<file path="config.mk">
export PLATFORM = sky130hd
export DESIGN_NAME = clk_div_ctrl
export DESIGN_NICKNAME = d
export VERILOG_FILES = /design/src/rtl/clk_div_ctrl.sv
export SDC_FILE = /design/constraint.sdc
export NUM_CORES = 1
export LEC_CHECK = 0
export ABC_AREA = 1
export ABC_CLOCK_PERIOD_IN_PS = 3600
export BUFFER_PORTS_ARGS = -buffer_cell sky130_fd_sc_hd__buf_2
export CORE_UTILIZATION = 53
export CTS_CLUSTER_SIZE = 10
export DETAILED_ROUTE_END_ITERATION = 16
export HOLD_SLACK_MARGIN = 0.12
export PLACE_DENSITY = 0.8
export SKIP_LAST_GASP = 1
export SYNTH_ARGS = -nofsm -noshare
export SYNTH_HDL_FRONTEND = slang
export SYNTH_SLANG_ARGS = --single-unit
</file>
<file path="constraint.sdc">
create_clock -name clock_in -period 3.6 [get_ports clock_in]
set_input_delay 0.36 -clock clock_in [delete_from_list [all_inputs] [get_ports clock_in]]
set_output_delay 0.36 -clock clock_in [all_outputs]
set_load 0.01 [all_outputs]
</file>
<file path="src/rtl/clk_div_ctrl.sv">
// Programmable clock divider (D = 2..15, 50% duty) with a request/ack
// controller that swaps the divisor only at output period boundaries.
module clk_div_ctrl (
  input  logic       clock_in,
  input  logic       reset,
  input  logic       enable,
  input  logic       div_req,
  input  logic [3:0] div_value,
  output logic       div_ack,
  output logic       div_err,
  output logic       div_busy,
  output logic [3:0] div_active,
  output logic       clock_out_div,
  output logic       period_tick,
  output logic       dbg_state_o
);

  // Handshake: div_req is sampled on every posedge; while busy it is ignored.
  // An accepted request is answered by exactly one div_ack pulse, a rejected
  // one by exactly one div_err pulse, each in the cycle after the deciding edge.
  typedef enum logic {
    IDLE    = 1'b0,
    PENDING = 1'b1
  } state_t;

  state_t     state_q, state_d;
  logic [3:0] cnt_q, cnt_d;
  logic [3:0] d_q, d_d;
  logic [3:0] pend_q, pend_d;
  logic       run_q, run_d;
  logic       p_q, p_d;
  logic       n_q;
  logic       ack_q, ack_d;
  logic       err_q, err_d;
  logic       last, boundary, apply;
  logic [4:0] half_d;

  always_comb begin
    state_d = state_q;
    pend_d  = pend_q;
    err_d   = 1'b0;

    // Not running means cnt is parked at 0, which always counts as a boundary.
    last     = run_q && (cnt_q == d_q - 4'd1);
    boundary = last || !run_q;
    apply    = (state_q == PENDING) && boundary;
    ack_d    = apply;
    d_d      = apply ? pend_q : d_q;

    case (state_q)
      IDLE: begin
        if (div_req) begin
          if (div_value >= 4'd2) begin
            pend_d  = div_value;
            state_d = PENDING;
          end else begin
            err_d = 1'b1;
          end
        end
      end
      PENDING: begin
        if (apply) state_d = IDLE;
      end
    endcase

    // enable is only looked at when a period ends, so periods always complete.
    if (!run_q || last) begin
      cnt_d = 4'd0;
      run_d = enable;
    end else begin
      cnt_d = cnt_q + 4'd1;
      run_d = 1'b1;
    end

    half_d = ({1'b0, d_d} + 5'd1) >> 1;
    p_d    = run_d && ({1'b0, cnt_d} < half_d);
  end

  always_ff @(posedge clock_in or posedge reset) begin
    if (reset) begin
      state_q <= IDLE;
      cnt_q   <= 4'd0;
      d_q     <= 4'd2;
      pend_q  <= 4'd0;
      run_q   <= 1'b0;
      p_q     <= 1'b0;
      ack_q   <= 1'b0;
      err_q   <= 1'b0;
    end else begin
      state_q <= state_d;
      cnt_q   <= cnt_d;
      d_q     <= d_d;
      pend_q  <= pend_d;
      run_q   <= run_d;
      p_q     <= p_d;
      ack_q   <= ack_d;
      err_q   <= err_d;
    end
  end

  // Half-cycle delayed copy of p; ANDing it in trims odd divisors to D/2 high.
  always_ff @(negedge clock_in or posedge reset) begin
    if (reset) n_q <= 1'b0;
    else       n_q <= p_q;
  end

  assign clock_out_div = d_q[0] ? (p_q & n_q) : p_q;
  assign period_tick   = (cnt_q == d_q - 4'd1) && enable;
  assign div_ack       = ack_q;
  assign div_err       = err_q;
  assign div_busy      = (state_q == PENDING);
  assign div_active    = d_q;
  assign dbg_state_o   = state_q;

endmodule

</file>
== After elaboration in Yosys (flattened, before gate mapping) ==
Index checks and enable logic that the tools add are counted.

* Register bits after elaboration: 18
* Bits of input ports: 8
* Word-level logic and storage cells: 35

* $add $sub $neg: 3
* Magnitude comparators: 2
* Equality and inequality tests: 1
* Muxes and demuxes: 11
* Bitwise operators: 2
* Reductions and logical operators: 7

{| class="wikitable"
|+ Operator list
! operator !! number
|-
| 1-bit two-way mux || 8
|-
| 4-bit two-way mux || 2
|-
| 4-bit by 1-bit adder with 5-bit output, second input constant || 1
|-
| 4-bit by 1-bit adder with 4-bit output, second input constant || 1
|-
| 4-bit equality test || 1
|-
| 4-bit by 2-bit >= comparator with 1-bit output, second input constant || 1
|-
| 1-bit logical AND || 4
|-
| 4-bit < comparator || 1
|-
| 4-bit by 1-bit subtractor with 4-bit output, second input constant || 1
|-
| 3-bit AND reduction || 1
|-
| 1-bit case mux with 2 select lines || 1
|-
| 1-bit AND || 1
|-
| 1-bit zero test || 1
|-
| 1-bit logical OR || 1
|-
| 1-bit NOT || 1
|}

== Depth between registers and ports, before layout ==
* Depth after elaboration: 9
* Depth in mapped cells: 22
* Depth with buffers taken out: 22

==> results.ini <==
[detailed_routing]
drcViolationCount=0
dr.pass1.iters=4
ant_nets=0
vias=770
drt_iter0_drc=22
wl_per_cell_microns=11.8
drt_wl_total_microns=1900
vias_per_cell=4.78

[final_layout]
area_growth_pct=15.2
nets=151
stdcell_count=161
fillers=163
antennaDiodeCount=0
drive_gt1_share_pct=26.5

[clock_tree]
htree_levels=1
cts_tree=done
cts_inserted_buffers=3
root_buffer=clkbuf_4
clock_latency_ns=0.29
path_clk_slew_ns=0.11
postCtsSetupBuffers=0
post_cts_resized=0
ctsHoldBuffers=0
clockBufferDepth=2
cts_sinks=18

[placement]
dpl.hpwl_microns=1460
finalWeightedCongestion=0.813
place_inst=157
numPortBuffers=17

[critical_path]
crit_path_max_incr_delay_ns=0.34
critPathTopFamily=flip-flops
cp_max_fo=1
cp.arrival_ns=2.74
end_kind=output pin
rr_startpoint=div_active[1]
critPathLaunch=n_q
crit_slowest_cell=dfrtn_1
start_kind=flip-flop
worst-path-buf-inv=1
critical_path_class=reg -> out
required_ns=3.24
crit_chain=o21a_1 > buf_2

[synthesis]
synth_area_leaders=dfrtp_1, nand2_1, ha_1
synth_area_sq_um=1000
synth_cells=115
syn_area_per_cell_sq_um=8.73
synth_area_leader_cell=dfrtp_1
ys_seq_area_share_pct=45.0
synth_seq_cells=18
syn_nets=129
synth_top_area_share_pct=39.9
yosysWarnings=0
synth.distinct_cells=22

[power_and_ir_drop]
comb_power_share_pct=57.5
p_leak_nw=0.662
vdd_drop_max_mv=0.563
p_sw_share_pct=47.6
seq_power_share_pct=32.2
pwr-share-clk_pct=10.3
p_switching_uw=575
power.density_nw_per_um2=1040
intPower_uw=632

[grt]
grt_pass1_vias=705
grt_start_max_net_pins=18
grt_pass1_wl_microns=3190
track_usage_pct=22.5
antenna_found_initial=0
grt_overflow=0

[die]
rows=15
start_util_pct=57.5
die_w_microns=45.5
die_area_sq_um=2070
io_pins=18
die_y_microns=45.5
coreArea_sq_um=1750

[job]
cap_violations=0

[sta]
worstMarginPinSlew_ns=0.331
hold_viol=0
slew_viol_final=0
finalClockSkew_ns=0.00686
slew-limit-headroom_pct=77.9
rsz0062_at_grt=no
final.setup.tns_ns=0
setup_viol=0

[run_status]
outcome=complete, no violations

[hold_path]
hold_path_class=in -> async

-- sequential cells by signal, summed over array words and instances, names as in the netlist --
name and count:
cnt_q 4, dbg_state_o 1, div_ack 1, div_active 4, div_err 1, n_q 1, p_q 1, pend_q 4
run_q 1
-- per-layer routing --
metal / vias to the layer above / wire, microns / part of all wire [%] / GRT usage (%)
li1: 395 / - / - / -
met1: 357 / 860 / 45 / 28.9
met2: 14 / 958 / 50 / 36.6
met3: 4 / 34 / 1.8 / 2.38
met4: 0 / 46 / 2.4 / 12.7
met5: - / 0 / 0 / 0
-- worst paths after layout --
check	to	slack, ns	depth (start not counted)
worst max register to register	p_q	0.85	20
worst min-delay path	div_active[2]	0.14	3
min in group clock_in	div_err	0.29	3
worst min register to register	pend_q[1]	0.50	2
worst max-delay path	clock_out_div	0.50	2
max in group asynchronous	n_q	1.84	2
-- area by class of cell --
type                            count  area [sq um]  share of cell area, %
Inverter                           21          78.8                   6.82
Timing Repair Buffer               18          92.6                   8.01
Clock buffer                        4          36.3                   3.14
Multi-Input combinational cell     75           465                   40.3
Tap cell                           25          31.3                   2.71
Sequential cell                    18           452                   39.1
-- cell usage in the layout, fill, tap and decap left out --
master,count
nand3_1,10
clkbuf_8,1
nand2_8,1
o21a_1,1
buf_4,1
mux2_2,1
nand4_1,1
ha_1,6
inv_2,1
dfrtn_1,1
inv_1,20
xor2_1,3
nand3_2,2
buf_2,17
a21oi_1,1
o21ai_0,4
nand2_2,4
dfrtp_1,16
nand2_1,26
xnor2_1,3
dfstp_2,1
clkbuf_4,3
nor2_4,1
nand2_4,3
nor2_1,8
-- cells by family after synthesis --
logic type / synth area share [%]
xor+xnor: 5.24
flops: 45.0
mux: 1.12
compound gates: 3.24
simple gates: 29.3
buf+inv: 8.60
fa+ha+maj: 7.48
-- cells in the mapped netlist --
cell / number
nand2_1: 26
inv_1: 20
dfrtp_1: 16
nand3_1: 10
nor2_1: 8
ha_1: 6
nand2_2: 4
o21ai_0: 4
nand2_4: 3
xnor2_1: 3
xor2_1: 3
nand3_2: 2
a21oi_1: 1
buf_4: 1
dfrtn_1: 1
dfstp_2: 1
inv_2: 1
mux2_2: 1
nand2_8: 1
nand4_1: 1
nor2_4: 1
o21a_1: 1
-- worst min-delay path, cell delays in order --
cell	delay [ns]
buf_2	0.10
inv_1	0.09
buf_4	0.27
-- stage by stage --
stage	util (%)	area [sq um]	setup WS, ns	hold WS (ns)	power [mW]
finish	66.2	1160	0.500	0.137	1.21
floorplan	-	1000	0.918	0.298	0.923
global placement	64.2	1120	0.838	0.465	1.04
CTS	66.2	1160	0.492	0.150	1.22
global route	66.2	1160	0.469	0.153	1.35
detailed placement	64.2	1120	0.812	0.475	1.09
-- power by group through the flow --
stage	Clock, mW	Combinational (mW)	Sequential [mW]
after global placement	0	0.652	0.384
after CTS	0.126	0.702	0.388
after detailed placement	0	0.698	0.393
final	0.125	0.694	0.388
after global routing	0.138	0.812	0.397
after floorplan	0	0.538	0.384
Note: power is estimated with default switching activity, not from simulation.
